## config.mk

```make
export PLATFORM = sky130hd
export DESIGN_NAME = call_stack
export DESIGN_NICKNAME = d
export VERILOG_FILES = /design/src/rtl/call_stack_pkg.sv /design/src/rtl/stack_mem.sv /design/src/rtl/call_stack.sv
export SDC_FILE = /design/constraint.sdc
export NUM_CORES = 1
export LEC_CHECK = 0
export ABC_CLOCK_PERIOD_IN_PS = 4800
export CORE_MARGIN = 2
export CORE_UTILIZATION = 55
export DETAILED_ROUTE_END_ITERATION = 6
export PLACE_DENSITY = 0.73
export RECOVER_POWER = 25
export SKIP_CTS_REPAIR_TIMING = 1
export SYNTH_ARGS = -nofsm -noshare
export SYNTH_HDL_FRONTEND = slang
export SYNTH_HIERARCHICAL = 1
export SYNTH_SLANG_ARGS = --single-unit
```

## constraint.sdc

```tcl
create_clock -name CLK -period 4.8 [get_ports CLK]
set_input_delay 0.96 -clock CLK [delete_from_list [all_inputs] [get_ports CLK]]
set_output_delay 0.96 -clock CLK [all_outputs]
set_load 0.05 [all_outputs]
```

## src/rtl/call_stack_pkg.sv

```systemverilog
// Shared constants for the call stack and the instruction decoder that drives it.
package call_stack_pkg;
    localparam int   DW    = 16;
    localparam int   DEPTH = 16;

    // stack_rw encoding as emitted by the decoder
    localparam logic PUSH  = 1'b1;
    localparam logic POP   = 1'b0;
endpackage

```

## src/rtl/stack_mem.sv

```systemverilog
// DEPTH x DW register array: one synchronous write port, one combinational read port.
module stack_mem
    import call_stack_pkg::*;
#(
    parameter int DW    = call_stack_pkg::DW,
    parameter int DEPTH = call_stack_pkg::DEPTH,
    parameter int AW    = $clog2(DEPTH)
) (
    input  logic          clk_i,
    input  logic          we_i,
    input  logic [AW-1:0] waddr_i,
    input  logic [DW-1:0] wdata_i,
    input  logic [AW-1:0] raddr_i,
    output logic [DW-1:0] rdata_o
);

    logic [DW-1:0] mem_q [DEPTH];

    always_ff @(posedge clk_i) begin
        if (we_i) mem_q[waddr_i] <= wdata_i;
    end

    assign rdata_o = mem_q[raddr_i];

endmodule

```

## src/rtl/call_stack.sv

```systemverilog
// LIFO stack for PSH/POP/STP. A contiguous pop run pops once, on its first cycle,
// so dout is valid from the end of EXEC1 through EXEC2.
module call_stack
    import call_stack_pkg::*;
#(
    parameter int DW    = call_stack_pkg::DW,
    parameter int DEPTH = call_stack_pkg::DEPTH,
    localparam int AW   = $clog2(DEPTH)
) (
    input  logic          CLK,
    input  logic          RST,
    input  logic          stack_en,
    input  logic          stack_rw,
    input  logic          stack_rst,
    input  logic [DW-1:0] din,
    output logic [DW-1:0] dout,
    output logic [AW:0]   sp,
    output logic          empty,
    output logic          full,
    output logic          overflow,
    output logic          underflow
);

    logic [AW:0]   sp_q, sp_d;
    logic [DW-1:0] dout_q, dout_d;
    logic          ovf_q, ovf_d;
    logic          udf_q, udf_d;
    logic          pop_d_q, pop_d_d;

    logic          push_req, pop_req, pop_edge;
    logic          we;
    logic [AW-1:0] raddr;
    logic [DW-1:0] rdata;

    assign push_req = stack_en & (stack_rw == PUSH);
    assign pop_req  = stack_en & (stack_rw == POP);
    assign pop_edge = pop_req & ~pop_d_q;

    assign empty = (sp_q == '0);
    assign full  = (sp_q == (AW+1)'(DEPTH));
    assign raddr = AW'(sp_q - 1'b1);

    stack_mem #(.DW(DW), .DEPTH(DEPTH), .AW(AW)) u_mem (
        .clk_i   (CLK),
        .we_i    (we),
        .waddr_i (sp_q[AW-1:0]),
        .wdata_i (din),
        .raddr_i (raddr),
        .rdata_o (rdata)
    );

    always_comb begin
        sp_d    = sp_q;
        dout_d  = dout_q;
        ovf_d   = ovf_q;
        udf_d   = udf_q;
        pop_d_d = pop_req;
        we      = 1'b0;
        if (stack_rst) begin
            sp_d    = '0;
            dout_d  = '0;
            ovf_d   = 1'b0;
            udf_d   = 1'b0;
            pop_d_d = 1'b0;
        end else if (push_req) begin
            if (!full) begin
                we   = 1'b1;
                sp_d = sp_q + 1'b1;
            end else begin
                ovf_d = 1'b1;
            end
        end else if (pop_edge) begin
            if (!empty) begin
                sp_d   = sp_q - 1'b1;
                dout_d = rdata;
            end else begin
                dout_d = '0;
                udf_d  = 1'b1;
            end
        end
    end

    always_ff @(posedge CLK or posedge RST) begin
        if (RST) begin
            sp_q    <= '0;
            dout_q  <= '0;
            ovf_q   <= 1'b0;
            udf_q   <= 1'b0;
            pop_d_q <= 1'b0;
        end else begin
            sp_q    <= sp_d;
            dout_q  <= dout_d;
            ovf_q   <= ovf_d;
            udf_q   <= udf_d;
            pop_d_q <= pop_d_d;
        end
    end

    assign dout      = dout_q;
    assign sp        = sp_q;
    assign overflow  = ovf_q;
    assign underflow = udf_q;

endmodule

```

==> out/results.ini <==
[placement]
placed_area_um2 = 11730
place.gp.congestion = 0.7938
place_inst = 821
portBuffers = 45
hpwl_um = 13470
place_ws_ps = 868.5

[sta]
final.setup.worst_slack_ps = 634.9
min_period_ps = 4165
slew_headroom_pct = -12.38
final.period_utilization_pct = 86.77
rsz0062_at_grt = no
hold_viol = 0
worst_slew_pin_slew_ps = 1686
finClkSkew_ps = 9.834
fmax_mhz = 240.1
whs_ps = 495.5
drv_slew = 25
setup_violations = 0
tns_ps = 0

[run_status]
status = complete, but fails checks
violations = max-capacitance violations, max-slew violations

[worst_setup_path]
worst_path_largest_cell_delay_ps = 850
end_kind = output pin
crit_fanout = 23
critical_path_cell_count = 5
worstSetupPathType = register to output pin
start_kind = register
r2r_setup_slack_ps = 1060
critPathLaunch = sp[0]$_DFFE_PP0P_
r2r-start = sp[0]$_DFFE_PP0P_
r2r-end = u_mem/mem_q[12][13]$_DFFE_PP_
cp-endpoint = full
reg2regPathDepth = 8
critPathTopFamily = buffers and inverters
crit_chain = inv_4, ha_1, or3b_4, nor2_1, clkdlybuf4s50_1
slowest_stage = clkdlybuf4s50_1
worst_ep_arrival_time_ps = 3210
path_buf_inv = 2
crit_required_ps = 3840

[detailed_routing]
num_vias = 5430
ant_nets = 0
drt-pass1-iter-count = 5
drt_iter0_drc = 639
wire_per_inst_um = 25.99
drc = 0
vias_per_cell = 6.249
wl_um = 22580

[floorplan]
die_area_um2 = 20860
core_area_um2 = 19400
die_h_um = 144.4
die-width_um = 144.4
ios = 46
row_count = 51
start_util_pct = 55.92

[layout]
final_util_pct = 64.66
synthToLayoutAreaGrowth_pct = 15.63
diodes = 0
n_fill_cell = 1323
layout_common_cells = edfxtp_1 (256), mux4_2 (54), clkdlybuf4s50_1 (36)
nets = 609
fin_area_um2 = 12540
layout-drive-gt1-share_pct = 23.18
final_common_cell = edfxtp_1
instances_no_fill = 869

[power]
ir_drop_mv = 0.3831
p_leak_nw = 4.204
power_mw = 6.588
p_per_area_nw_per_um2 = 525.2

[logic_synthesis]
synth_nets = 535
synth_edf_count = 256
avgSynthCellArea_um2 = 21.23
syn_area_um2 = 10850
synthArstFlopShare_pct = 8.571
ys_ff_latch = 280
ys_warn_count = 6
postSynthCellCount = 511
ys_types = 40
yosysSeqAreaShare_pct = 76.40
synth_top_flop_cell = edfxtp_1

[hold_path]
hold_class = register to register

[global_route]
grt-ovfl-total = 0
grt_pass1_vias = 5553
antenna_found_initial = 0
grt_start_max_net_pins = 46
grt_pass1_wl_um = 33940
grt_usage_pct = 22.60

[clocking]
h-tree-depth = 1
clkLatencyLatePin_ps = 530
cts_buffer_depth = 3
cts_tree = yes
clkTransAtPathRegs_ps = 60
numCtsBuffers = 27
cts_sinks = 280
cts-root-buf = clkbuf_16

[flow_run]
cap_viol_max_count = 1

-- layout make-up --
cell class / count / area, um2 / area share [%]
Clock inverter: 17 / 127.6 / 1.017
Timing Repair Buffer: 71 / 641.9 / 5.117
Clock buffer: 31 / 690.7 / 5.506
Tap cell: 265 / 331.6 / 2.643
Inverter: 6 / 25.02 / 0.1995
Sequential cell: 280 / 8288 / 66.07
Multi-Input combinational cell: 199 / 2439 / 19.44
-- Yosys cell counts, types with 5 or more instances --
library cell  instances  area share, %
nor2_1               22           0.76
dfrtp_1              24            5.5
mux4_2               54             11
mux4_1               10            2.4
nor3_1                5           0.23
edfxtp_1            256             71
a22oi_1              32            2.2
nand2_1              18           0.62
a22o_1               16            1.3
clkbuf_1             10           0.35
buf_2                 5           0.23
inv_1                 6           0.21
buf_6                 5           0.52
-- routing by layer --
metal	track usage, %	part of all wire [%]	up-vias
li1	-	-	2280
met1	33.60	42	2871
met2	35.50	48	239
met3	4.007	8.0	40
met4	5.876	2.1	0
met5	0	0	-
-- logic make-up after synthesis --
group | after synthesis | synth area share [%]
buf+inv | 32 | 1.615
mux | 67 | 13.96
xor+xnor | 5 | 0.4038
simple gates | 64 | 2.976
fa+ha+maj | 3 | 0.3461
flops | 280 | 76.40
compound gates | 60 | 4.302
-- worst register-to-register path: stages, from the launching register on --
cell and delay, ps:
dfrtp_1 690, inv_4 290, ha_1 290, or3b_4 270, nor2_1 80, nor3b_1 580
nand3_1 330, nor3_2 560, buf_4 330
-- report_power, final --
group / internal, mW / switching (mW) / total [mW] / leakage [nW]
combinational: 0.733 / 1.08 / 1.81 / 1.17
clock: 1.13 / 0.851 / 1.98 / 0.404
sequential: 2.73 / 0.0673 / 2.80 / 2.63
total: 4.59 / 2.00 / 6.59 / 4.20
-- flip-flops by register name, summed over array words and instances (netlist names) --
register / cells
dout: 16
underflow: 1
sp: 5
overflow: 1
pop_d_q: 1
u_mem/mem_q: 256
-- how the worst min path moves through the flow --
stage / cells after the start / to / startpoint
after floorplan: 3 / underflow$_DFFE_PP0P_ / pop_d_q$_DFF_PP0_
after global placement: 1 / dout[5]$_DFFE_PP0P_ / dout[5]$_DFFE_PP0P_
after detailed placement: 1 / dout[7]$_DFFE_PP0P_ / dout[7]$_DFFE_PP0P_
after CTS: 1 / dout[4]$_DFFE_PP0P_ / dout[4]$_DFFE_PP0P_
after global routing: 1 / dout[5]$_DFFE_PP0P_ / dout[5]$_DFFE_PP0P_
final: 1 / dout[15]$_DFFE_PP0P_ / dout[15]$_DFFE_PP0P_
Power figures use the tool's default switching activity.
==> variant 1 (same flow settings) <==
The package constant `DW` goes from 16 to 18.
--- a/src/rtl/call_stack_pkg.sv
+++ b/src/rtl/call_stack_pkg.sv
@@ -1,6 +1,6 @@
 // Shared constants for the call stack and the instruction decoder that drives it.
 package call_stack_pkg;
-    localparam int   DW    = 16;
+    localparam int   DW    = 18;
     localparam int   DEPTH = 16;
 
     // stack_rw encoding as emitted by the decoder
Interface: changed (resized din and dout); port bits go from 46 to 50. No check against the original RTL was run, so the function may have changed too.
==> variant 1 against the unedited design <==
The run still ends with capacitance limit, slew limit left. Area after synthesis increased by 12%. Highest routed layer unchanged. Cell area increased by 13%. Global-route usage decreased by 1.1 points. Count of clock-buffer cells in the layout increased by 6. Largest power group unchanged. Total power increased by 19%. Cell count increased by 9.1%. Setup slack improved by 140 ps. Routed wire length increased by 9.2%. Register-to-register slack improved by 400 ps. Sequential cell count increased by 34.
==> variant 1: results (changes against the unedited design) <==
| Metric | Value |
|---|---|
| CTS Buf Count | 31 (was 27) |
| Status | finished, violations left (unchanged) |
| RD Place Congestion | 0.866 (was 0.794) |
| EDFF count, synth | 288 (was 256) |
| Main area contributors after synthesis | edfxtp_1, mux4_2, dfrtp_1 (unchanged) |
| Layout cells sized above 1 | 21.6% (was 23.2%) |
| Slew Limit Fails | 27 (was 25) |
| Distinct cell type count after synthesis | 41 (was 40) |
| Asr flop ratio synth | 8.28% (was 8.57%) |
| Violated checks | capacitance limit, slew limit (unchanged) |
| Number of global-route vias before repair | 6178 (was 5553) |
| Sw Share | 30.7% (was 30.3%) |
| First-pass GRT wire length | 37.8 mm (was 33.9 mm) |
| Clock skew | 9.49 ps (was 9.83 ps) |
| DR vias | 5980 (was 5430) |
| Number of I/O port buffers | 49 (was 45) |
| CP arrival | 3070 ps (was 3210 ps) |
| Leakage | 4.78 nW (was 4.20 nW) |
| Register area share after synthesis | 76.3% (was 76.4%) |
| Mapped Nets | 592 (was 535) |
| Max FFs per register | 288 (was 256) |
| Max Cap Viol | 1 (unchanged) |
| FILL cells | 1443 (was 1323) |
| WL/cell | 26.0 um (about the same) |
| Worst vdd ir | 0.000364 V (was 0.000383 V) |
| Largest net degree at the start of global routing | 51 (was 46) |
## variant 1: changes by cell type after synthesis, moves of 3 or more
cell	unedited run	this run
nand3b_1	2	5
a22oi_1	32	36
mux4_2	54	50
edfxtp_1	256	288
clkbuf_1	10	7
mux4_1	10	22
## variant 1: cell type report
cell class              instances  area [sq um]  area share (%)
flip-flops and latches        314          9300            65.8
multi-input cells             219          2750            19.5
clock buffers                  37           798            5.65
repair buffers                 73           692            4.90
well taps                     280           350            2.48
clock inverters                20           223            1.58
inverters                       5          21.3           0.150
## variant 1: cell families (layout without fill, tap and decap cells)
| group | Yosys count | count (layout) | synth area share (%) |
|---|---|---|---|
| muxes | 74 | 74 | 14.2 |
| and+or+nand+nor | 72 | 72 | 3.06 |
| buffers and inverters | 33 | 135 | 1.57 |
| AOI/OAI and AO/OA | 65 | 65 | 4.23 |
| adders and majority gates | 3 | 3 | 0.308 |
| DFF | 314 | 314 | 76.3 |
| xor gates and xnor gates | 5 | 5 | 0.359 |
## variant 1: through the flow
step	cell area [sq um]	setup WS (ps)	utilization [%]	std cells	hold slack, ps
floorplan	12200	693	-	566	660
global placement	13100	1240	60.3	891	488
detailed placement	13100	1210	60.3	891	492
CTS	14100	725	65.0	948	509
global route	14100	626	65.0	948	529
finish	14100	773	65.0	948	504
## variant 1: worst min-delay path, cell delays in order (launching register included)
cell and delay (ps):
dfrtp_1 350, a21oi_1 50, nor2_1 70
## variant 1: power groups by stage
stage | Clock [mW] | Sequential, mW | Combinational, mW
6_report | 2.42 | 3.14 | 2.29
5_1_grt | 2.56 | 3.15 | 2.45
4_1_cts | 2.45 | 3.14 | 2.29
3_5_place_dp | 0 | 3.20 | 2.28
3_3_place_gp | 0 | 3.19 | 2.26
2_1_floorplan | 0 | 3.35 | 1.45
## variant 1: per-layer routing
| layer | vias up | track usage [%] | part of all wire [%] |
|---|---|---|---|
| met2 | 274 | 31.7 | 46 |
| met4 | 0 | 5.03 | 1.8 |
| met5 | - | 0 | 0 |
| li1 | 2537 | - | - |
| met3 | 37 | 3.80 | 9.3 |
| met1 | 3132 | 34.2 | 43 |
## variant 1: path summary, 6_finish.rpt
path                                         end                   from  depth (start not counted)  slack, ps
setup / recovery                           empty      sp[0]$_DFFE_PP0P_                          6        770
hold / removal             underflow$_DFFE_PP0P_  underflow$_DFFE_PP0P_                          2        500
setup reg to reg             dout[4]$_DFFE_PP0P_      sp[0]$_DFFE_PP0P_                          9       1460
hold reg to reg            underflow$_DFFE_PP0P_  underflow$_DFFE_PP0P_                          2        500
max in group asynchronous   dout[12]$_DFFE_PP0P_                    RST                          3       2300
min in group asynchronous   overflow$_DFFE_PP0P_                    RST                          3       1480
==> variant 2 (config.mk and constraints unchanged) <==
Made on the original files. Put one more register stage on the output `overflow`, with the module's reset. The value now appears one clock later. The other outputs are not delayed to match.
--- a/src/rtl/call_stack.sv
+++ b/src/rtl/call_stack.sv
@@ -98,7 +98,13 @@
 
     assign dout      = dout_q;
     assign sp        = sp_q;
-    assign overflow  = ovf_q;
+    always_ff @(posedge CLK or posedge RST) begin
+        if (RST) begin
+            overflow <= '0;
+        end else begin
+            overflow <= ovf_q;
+        end
+    end
     assign underflow = udf_q;
 
 endmodule
Check against the original RTL: no difference found for any inputs over 4 cycles, from zero or initial values and one cycle with RST high; that may be too few to reach the edited logic, so the function may still have changed.
==> variant 2 against the unedited design <==
The run still ends with capacitance limit, slew limit left. Clock power up 8%. Clock skew fell by 3.0 ps. Routed wire length is 2.9% higher. Sequential share of layout area is 0.73 points lower. Setup slack worse by 59 ps. Sequential cell count grew 1. Critical path depth unchanged. Cell area is 1.4% higher. Total power fell by 3.5%. Die area rose by 0.73%. Combinational power is 21% lower. Area after synthesis increased by 0.75%. Non-clock buffer count grew 1. Critical path type unchanged. Largest cell class unchanged. Largest power group unchanged.
==> variant 2: results (changes against the unedited design) <==
| Metric | Value |
|---|---|
| HP Start | ovf_q$_DFFE_PP0P_ (was dout[15]$_DFFE_PP0P_) |
| Layout cells sized above 1 | 24.8% (was 23.2%) |
| WL/cell | 26.3 um (was 26.0 um) |
| Max_slew headroom | -27.1% (was -12.4%) |
| Mapped Nets | 547 (was 535) |
| Asr flop ratio synth | 8.90% (was 8.57%) |
| Violated checks | capacitance limit, slew limit (unchanged) |
| RD Place Congestion | 0.766 (was 0.794) |
| Worst vdd ir | 0.000311 V (was 0.000383 V) |
| Post-detail-place hpwl | 13.0 mm (was 13.5 mm) |
| Avg Cell Area, Syn | 20.9 sq um (was 21.2 sq um) |
| Register area share after synthesis | 76.1% (was 76.4%) |
| FILL cells | 1238 (was 1323) |
| Hold_ws | 397 ps (was 495 ps) |
| Routed wire length | 23.2 mm (was 22.6 mm) |
| DR vias | 5541 (was 5430) |
| DP Cell Count | 833 (was 821) |
| Clock skew | 6.82 ps (was 9.83 ps) |
| CP max stage delay | 810 ps (was 850 ps) |
| WHS Path Cells | 0 (was 1) |
| Switching pwr | 1.79 mW (was 2.00 mW) |
| R2R depth | 7 (was 8) |
| DP Area | 11800 sq um (was 11700 sq um) |
| Compound-Gate Fraction of Synth Area | 4.59% (was 4.30%) |
| Worst R2R End | u_mem/mem_q[0][1]$_DFFE_PP_ (was u_mem/mem_q[12][13]$_DFFE_PP_) |
| Leakage | 4.28 nW (was 4.20 nW) |
| Main area contributors after synthesis | edfxtp_1, mux4_2, dfrtp_1 (unchanged) |
| Post-synthesis adder-cell area fraction | 0.343% (was 0.346%) |
| Detailed router's first-iteration violation count | 510 (was 639) |
| First-pass GRT wire length | 35.2 mm (was 33.9 mm) |
| CTS H-tree depth | 1 (unchanged) |
| Post-Synth XOR/XNOR Area | 0.321% (was 0.404%) |
| Gr usage total | 22.6% (about the same) |
| R2R Setup Slk | 960 ps (was 1060 ps) |
| CP arrival | 3260 ps (was 3210 ps) |
| Worst skew pair latency | 530 ps (about the same) |
| Initial antenna violation count | 1 (was 0) |
| CP max FO | 25 (was 23) |
| Multiplexer share of the synthesized area | 13.7% (was 14.0%) |
| Top post-synthesis cells by count | edfxtp_1, mux4_2, a22oi_1 (unchanged) |
| Setup TNS | 0 ps (unchanged) |
| Slew Limit Fails | 26 (was 25) |
| WHS Endpoint | overflow$_DFF_PP0_ (was dout[15]$_DFFE_PP0P_) |
| Max Cap Viol | 1 (unchanged) |
| Nets | 621 (was 609) |
| Status | finished, violations left (unchanged) |
| Largest net degree at the start of global routing | 43 (was 46) |
==> variant 2: cell families after synthesis <==
group,count (synthesis)
adder cells (fa/ha/maj),3
flip-flops,281
buffers and inverters,34
AO/OA/AOI/OAI,63
multiplexers,65
AND/OR/NAND/NOR,73
XOR/XNOR,4
==> variant 2: power by group through the flow <==
stage / Clock (mW) / Sequential (mW) / Combinational, mW
final: 2.14 / 2.79 / 1.43
after floorplan: 0 / 2.93 / 0.922
after detailed placement: 0 / 2.84 / 1.42
after global placement: 0 / 2.83 / 1.40
after CTS: 2.17 / 2.79 / 1.43
after global routing: 2.26 / 2.79 / 1.53
==> variant 2: how the worst max path moves through the flow <==
stage	from	to	slack, ps	depth (start not counted)
6_report	sp[0]$_DFFE_PP0P_	empty	580	5
5_1_grt	sp[0]$_DFFE_PP0P_	empty	380	5
4_1_cts	sp[0]$_DFFE_PP0P_	empty	520	5
3_5_place_dp	stack_rw	u_mem/mem_q[0][1]$_DFFE_PP_	810	6
3_3_place_gp	stack_rw	u_mem/mem_q[0][3]$_DFFE_PP_	950	6
2_1_floorplan	sp[0]$_DFFE_PP0P_	u_mem/mem_q[0][0]$_DFFE_PP_	790	6
==> variant 2: final cells by class <==
cell class              instances  area, sq um  share of cell area, %
repair buffers                 72          649                   5.10
clock buffers                  33          728                   5.72
clock inverters                17          183                   1.44
flip-flops and latches        281         8310                   65.3
well taps                     265          332                   2.61
multi-input cells             208         2490                   19.6
inverters                       7         28.8                  0.226
==> variant 2: per-layer routing <==
layer	up-vias	global-route usage (%)	part of all wire [%]
met3	55	4.91	8.8
met5	-	0	0.047
met2	256	34.7	47
met4	2	7.87	3.0
met1	2900	32.6	41
li1	2328	-	-
